<file path="src/rtl/compute_op_responder.sv">
// rtl/compute_op_responder.sv - compute-engine handshake responder with per-op latency table
module compute_op_responder #(
  parameter int OP_W        = 32,
  parameter int NUM_OPS     = 8,
  parameter int LAT_W       = 8,
  parameter int DEFAULT_LAT = 3,
  parameter int CNT_W       = 16,
  localparam int AW         = (NUM_OPS > 1) ? $clog2(NUM_OPS) : 1
) (
  input  logic             ap_clk,
  input  logic             ap_rst_n,
  input  logic             compute_start,
  input  logic             compute_start_ap_vld,
  input  logic [OP_W-1:0]  compute_op,
  output logic             compute_ready,
  output logic             compute_done,
  output logic             eng_start,
  output logic [OP_W-1:0]  eng_op,
  input  logic             lat_cfg_we,
  input  logic [AW-1:0]    lat_cfg_addr,
  input  logic [LAT_W-1:0] lat_cfg_data,
  input  logic             err_clr,
  output logic             err_start_busy,
  output logic             err_bad_op,
  output logic [CNT_W-1:0] op_count
);

  typedef enum logic [1:0] {
    S_IDLE = 2'd0,
    S_EXEC = 2'd1,
    S_DONE = 2'd2
  } state_t;

  state_t           state_q, state_d;
  logic [LAT_W-1:0] cnt_q, cnt_d;
  logic             ready_q, ready_d;
  logic             done_q, done_d;
  logic             eng_start_q, eng_start_d;
  logic [OP_W-1:0]  eng_op_q, eng_op_d;
  logic             err_busy_q, err_busy_d;
  logic             err_bad_q, err_bad_d;
  logic [CNT_W-1:0] op_count_q, op_count_d;
  logic [LAT_W-1:0] lat_tab_q [NUM_OPS];
  logic [LAT_W-1:0] lat_tab_d [NUM_OPS];

  logic             start_vld;
  logic             accept;
  logic             op_legal;
  logic [AW-1:0]    op_idx;
  logic [LAT_W-1:0] tab_lat;
  logic [LAT_W-1:0] accept_lat;

  // Accept decode and latency lookup; the table is read from the registered copy so a
  // same-edge write never affects the op being accepted.
  always_comb begin
    start_vld  = compute_start & compute_start_ap_vld;
    accept     = (state_q == S_IDLE) & start_vld & ready_q;
    op_legal   = (compute_op < OP_W'(NUM_OPS));
    op_idx     = compute_op[AW-1:0];
    tab_lat    = lat_tab_q[op_idx];
    accept_lat = LAT_W'(DEFAULT_LAT);
    if (op_legal) begin
      accept_lat = (tab_lat == '0) ? LAT_W'(1) : tab_lat;
    end
  end

  // Next-state and registered-output logic for the IDLE -> EXEC -> DONE handshake.
  always_comb begin
    state_d     = state_q;
    cnt_d       = cnt_q;
    ready_d     = ready_q;
    done_d      = 1'b0;
    eng_start_d = 1'b0;
    eng_op_d    = eng_op_q;
    op_count_d  = op_count_q;
    case (state_q)
      S_IDLE: begin
        ready_d = 1'b1;
        if (accept) begin
          state_d     = S_EXEC;
          cnt_d       = accept_lat;
          ready_d     = 1'b0;
          eng_start_d = 1'b1;
          eng_op_d    = compute_op;
        end
      end
      S_EXEC: begin
        if (cnt_q <= LAT_W'(1)) begin
          state_d = S_DONE;
          done_d  = 1'b1;
        end else begin
          cnt_d = cnt_q - LAT_W'(1);
        end
      end
      S_DONE: begin
        state_d    = S_IDLE;
        ready_d    = 1'b1;
        op_count_d = op_count_q + CNT_W'(1);
      end
      default: begin
        state_d = S_IDLE;
        ready_d = 1'b1;
      end
    endcase
  end

  // Sticky error flags; a new error event on the same edge as err_clr keeps the flag set.
  always_comb begin
    err_busy_d = (err_busy_q & ~err_clr) | (start_vld & ~ready_q);
    err_bad_d  = (err_bad_q & ~err_clr) | (accept & ~op_legal);
  end

  // Latency table update; addresses beyond the table never match an entry.
  always_comb begin
    for (int i = 0; i < NUM_OPS; i++) begin
      lat_tab_d[i] = lat_tab_q[i];
      if (lat_cfg_we && (32'(lat_cfg_addr) == 32'(i))) begin
        lat_tab_d[i] = lat_cfg_data;
      end
    end
  end

  // State and output registers with synchronous active-low reset.
  always_ff @(posedge ap_clk) begin
    if (!ap_rst_n) begin
      state_q     <= S_IDLE;
      cnt_q       <= '0;
      ready_q     <= 1'b1;
      done_q      <= 1'b0;
      eng_start_q <= 1'b0;
      eng_op_q    <= '0;
      err_busy_q  <= 1'b0;
      err_bad_q   <= 1'b0;
      op_count_q  <= '0;
      for (int i = 0; i < NUM_OPS; i++) begin
        lat_tab_q[i] <= LAT_W'(DEFAULT_LAT);
      end
    end else begin
      state_q     <= state_d;
      cnt_q       <= cnt_d;
      ready_q     <= ready_d;
      done_q      <= done_d;
      eng_start_q <= eng_start_d;
      eng_op_q    <= eng_op_d;
      err_busy_q  <= err_busy_d;
      err_bad_q   <= err_bad_d;
      op_count_q  <= op_count_d;
      for (int i = 0; i < NUM_OPS; i++) begin
        lat_tab_q[i] <= lat_tab_d[i];
      end
    end
  end

  assign compute_ready  = ready_q;
  assign compute_done   = done_q;
  assign eng_start      = eng_start_q;
  assign eng_op         = eng_op_q;
  assign err_start_busy = err_busy_q;
  assign err_bad_op     = err_bad_q;
  assign op_count       = op_count_q;

endmodule

</file>
<file path="config.mk">
export PLATFORM = sky130hd
export DESIGN_NAME = compute_op_responder
export DESIGN_NICKNAME = d
export VERILOG_FILES = /design/src/rtl/compute_op_responder.sv
export SDC_FILE = /design/constraint.sdc
export NUM_CORES = 1
export LEC_CHECK = 0
export CAP_MARGIN = 20
export CORE_MARGIN = 3
export CORE_UTILIZATION = 47
export DETAILED_ROUTE_END_ITERATION = 7
export PLACE_DENSITY = 0.76
export SLEW_MARGIN = 20
export SYNTH_ARGS = -nofsm -noshare
export SYNTH_HDL_FRONTEND = slang
export SYNTH_SLANG_ARGS = --single-unit
</file>
<file path="constraint.sdc">
create_clock -name ap_clk -period 2.5 [get_ports ap_clk]
set_clock_uncertainty 0.2 [all_clocks]
set_input_delay 0.5 -clock ap_clk [delete_from_list [all_inputs] [get_ports ap_clk]]
set_output_delay 0.5 -clock ap_clk [all_outputs]
set_load 0.02 [all_outputs]
</file>
==> results.md <==
* Initial antenna violation count at 0
* Timing-limited maximum frequency at 0.413 GHz
* Cells after Synth at 532
* Hpwl dp at 9970 µm
* Largest net degree at the start of global routing at 56
* Num rows at 39
* Result of the run: completed
* Type of origin of the critical path: primary input
* Maximum resistive drop on vdd at 0.463 mV
* Master cell of the clock root buffer: sky130_fd_sc_hd__clkbuf_16
* # H-tree levels at 4
* Detailed-route via count at 4,477
* Final Routed Wirelength at 14,000 µm
* First drt pass iteration count at 5
* Area share of the largest cell type after synthesis at 33.9%
* Chip Width at 116 µm
* Net count reported at finish at 718
* Path category of the worst min-delay check: reg -> reg
* Synth area leaders: sky130_fd_sc_hd__edfxtp_1, sky130_fd_sc_hd__dfxtp_1, sky130_fd_sc_hd__nand2_1
* Fraction of registers with async set/reset at 0%
* Clock power frac at 42.9%
* Routability-driven placement congestion ratio at 0.869
* Reg power frac at 43.9%
* Power share of the combinational group at 13.2%
* Sink count of the clock tree at 127
* Number of buffers added by the clock tree synthesis step at 17
* Combined area of all synthesized cells at 5670 µm²
* Final hold violation count at 0
* Power Internal at 4180 µW
* Number of maximum-capacitance constraint violations at 0
* Cell area power density at 715 nW/µm²
* Number of placed instances with taps included at 787
* Starting utilization of the core area at 48.8%
* Total DRC errors in the routed layout at 0
* Final max-slew violation count at 0
* IO Count at 102
* Required time worst endpoint at 2660 ps
* Worst-path clk slew at 50 ps
* Most common cell in the netlist: sky130_fd_sc_hd__nand2_1
* Average size of a mapped cell at 10.7 µm²
* Final global-route overflow total at 0
* Area of the core at 11,600 µm²
* Post-detailed-route wirelength per cell at 17.0 µm
* CP max FO at 12
* Proportion of total power due to net switching at 23.7%
* DR vias/cell at 5.45
* Overall die area at 13,400 µm²
* Sequential-to-total area share from yosys stat at 56.1%
* Most instantiated cells after synthesis: sky130_fd_sc_hd__nand2_1, sky130_fd_sc_hd__edfxtp_1, sky130_fd_sc_hd__dfxtp_1
* Synth area leader: sky130_fd_sc_hd__edfxtp_1
* Class of the most critical setup path: in -> reg
* Portion of the clock cycle consumed by the worst path in the final layout at 96.8%
* Fin crit period at 2420 ps
* Maximum root-to-sink buffer count at 2
* Share of layout cells above drive strength 1 at 14.4%
* Type of destination of the critical path: flop
* Port Buffer Count at 101
* Dpl cell area at 7060 µm²
* Post-route antenna net violation count at 0
* Leak Pwr at 0.00277 µW
* Global-route wire length before repair at 21,800 µm
* End-of-flow core utilization at 66.0%
* Net Sw Power at 1300 µW
* Worst-case headroom to the max-slew limit at 62.7%
* Post-route non-filler standard cell count at 822
* Slew at the pin closest to its max-slew limit at 558 ps
* Diode insertion count for antenna repair at 0
* DRT iter0 DRCs at 425
* Post-Synthesis Net Count at 584
* Arrival time reported for the critical path endpoint at 2580 ps
* Area grow syn2layout at 35.1%
* Area of all placed cells without fillers at 7660 µm²
* Clock tree from TritonCTS: yes
* Die outline height at 116 µm
* Global router's overall resource usage at 21.3%
* Overall Power at 5480 µW
* Setup TNS Final at 0 ps
* Ys flop type: sky130_fd_sc_hd__edfxtp_1
* Clock insertion delay at the later pin of the skew report at 410 ps
* Unique masters post-synth at 51
* Count of flip-flops with a built-in enable after synthesis at 64
* Total number of yosys warnings at 0
* Unrepaired setup endpoints after global routing: no
* Vias in the first global route at 4,389
* Final number of setup-violating endpoints at 0
* Flip-flop and latch count after synthesis at 127
-- metrics by stage --
stage | setup slack [ps] | hold slack (ps)
6_report | 80.1 | 260
5_1_grt | 5.75 | 279
4_1_cts | 10.2 | 262
3_5_place_dp | -556 | 255
2_1_floorplan | 52.0 | 244
3_3_place_gp | -523 | 249
-- area by class of cell --
class,instances,area (µm²)
clock inverters,10,85.1
well taps,143,179
repair buffers,138,1330
multi-input cells,371,2350
flip-flops and latches,127,3180
inverters,11,41.3
fillers,909,3950
clock buffers,22,495
-- power groups by stage --
stage,Combinational (µW),Clock (µW),Sequential [µW]
after global routing,783,2480,2420
after detailed placement,697,0,2440
after global placement,678,0,2440
after CTS,715,2390,2400
final,720,2350,2410
after floorplan,356,0,2450
-- cell families after synthesis --
kind of cell               Yosys count  synth area share (%)
AOI/OAI and AO/OA                   80                  9.93
buffers and inverters               34                  2.43
DFF                                127                  56.1
adders and majority gates            3                 0.662
xor gates and xnor gates            15                  2.32
and+or+nand+nor                    248                  20.1
muxes                               25                  8.47
-- placed cells by master, fill, tap and decap left out, drive strengths merged, types with 5 or more instances in the layout --
cell,count
nand2,110
clkdlybuf4s50,98
edfxtp,64
dfxtp,63
nor2,58
a21boi,38
buf,38
clkbuf,22
o21ai,16
mux4,16
and2,14
nor3,13
inv,11
xnor2,11
nor2b,9
nor4,7
nand3,6
nand2b,6
or3,6
nand4,6
mux2,6
clkinv,6
a21oi,5
-- sequential cells by signal, indices dropped and copies added (netlist names) --
| signal | flops |
|---|---|
| err_start_busy | 1 |
| eng_op | 32 |
| compute_done | 1 |
| compute_ready | 1 |
| state_q | 2 |
| lat_tab_q | 64 |
| eng_start | 1 |
| err_bad_op | 1 |
| cnt_q | 8 |
| op_count | 16 |
-- path summary, 6_finish.rpt --
| check | endpoint | from | cells past startpoint | slack (ps) |
|---|---|---|---|---|
| setup / recovery | cnt_q[0] | compute_op[1] | 9 | 80 |
| hold / removal | eng_op[15] | eng_op[15] | 2 | 260 |
| setup reg to reg | cnt_q[6] | cnt_q[0] | 7 | 180 |
| hold reg to reg | eng_op[15] | eng_op[15] | 2 | 260 |
-- critical path: stages --
cell	delay [ps]
sky130_fd_sc_hd__dlygate4sd2_1	240
sky130_fd_sc_hd__buf_6	140
sky130_fd_sc_hd__buf_12	130
sky130_fd_sc_hd__buf_4	180
sky130_fd_sc_hd__o31ai_1	340
sky130_fd_sc_hd__a31oi_1	140
sky130_fd_sc_hd__or4b_4	550
sky130_fd_sc_hd__nor4_2	220
sky130_fd_sc_hd__o21a_1	140
-- layer usage --
| metal | vias up | GRT usage (%) | wire [µm] |
|---|---|---|---|
| met5 | - | 0 | 0 |
| met4 | 0 | 9.90 | 439 |
| met3 | 34 | 5.54 | 1080 |
| met2 | 190 | 36.4 | 6940 |
| met1 | 2095 | 25.2 | 5500 |
| li1 | 2158 | - | - |
-- repair_timing --
item / CTS / global route
resized for setup: 9 / 5
setup buffers: 3 / 0
setup endpoints to repair: 1 / 2
pin swaps: 2 / 0
hold buffers: 0 / 0
Note: power is estimated with default switching activity, not from simulation.
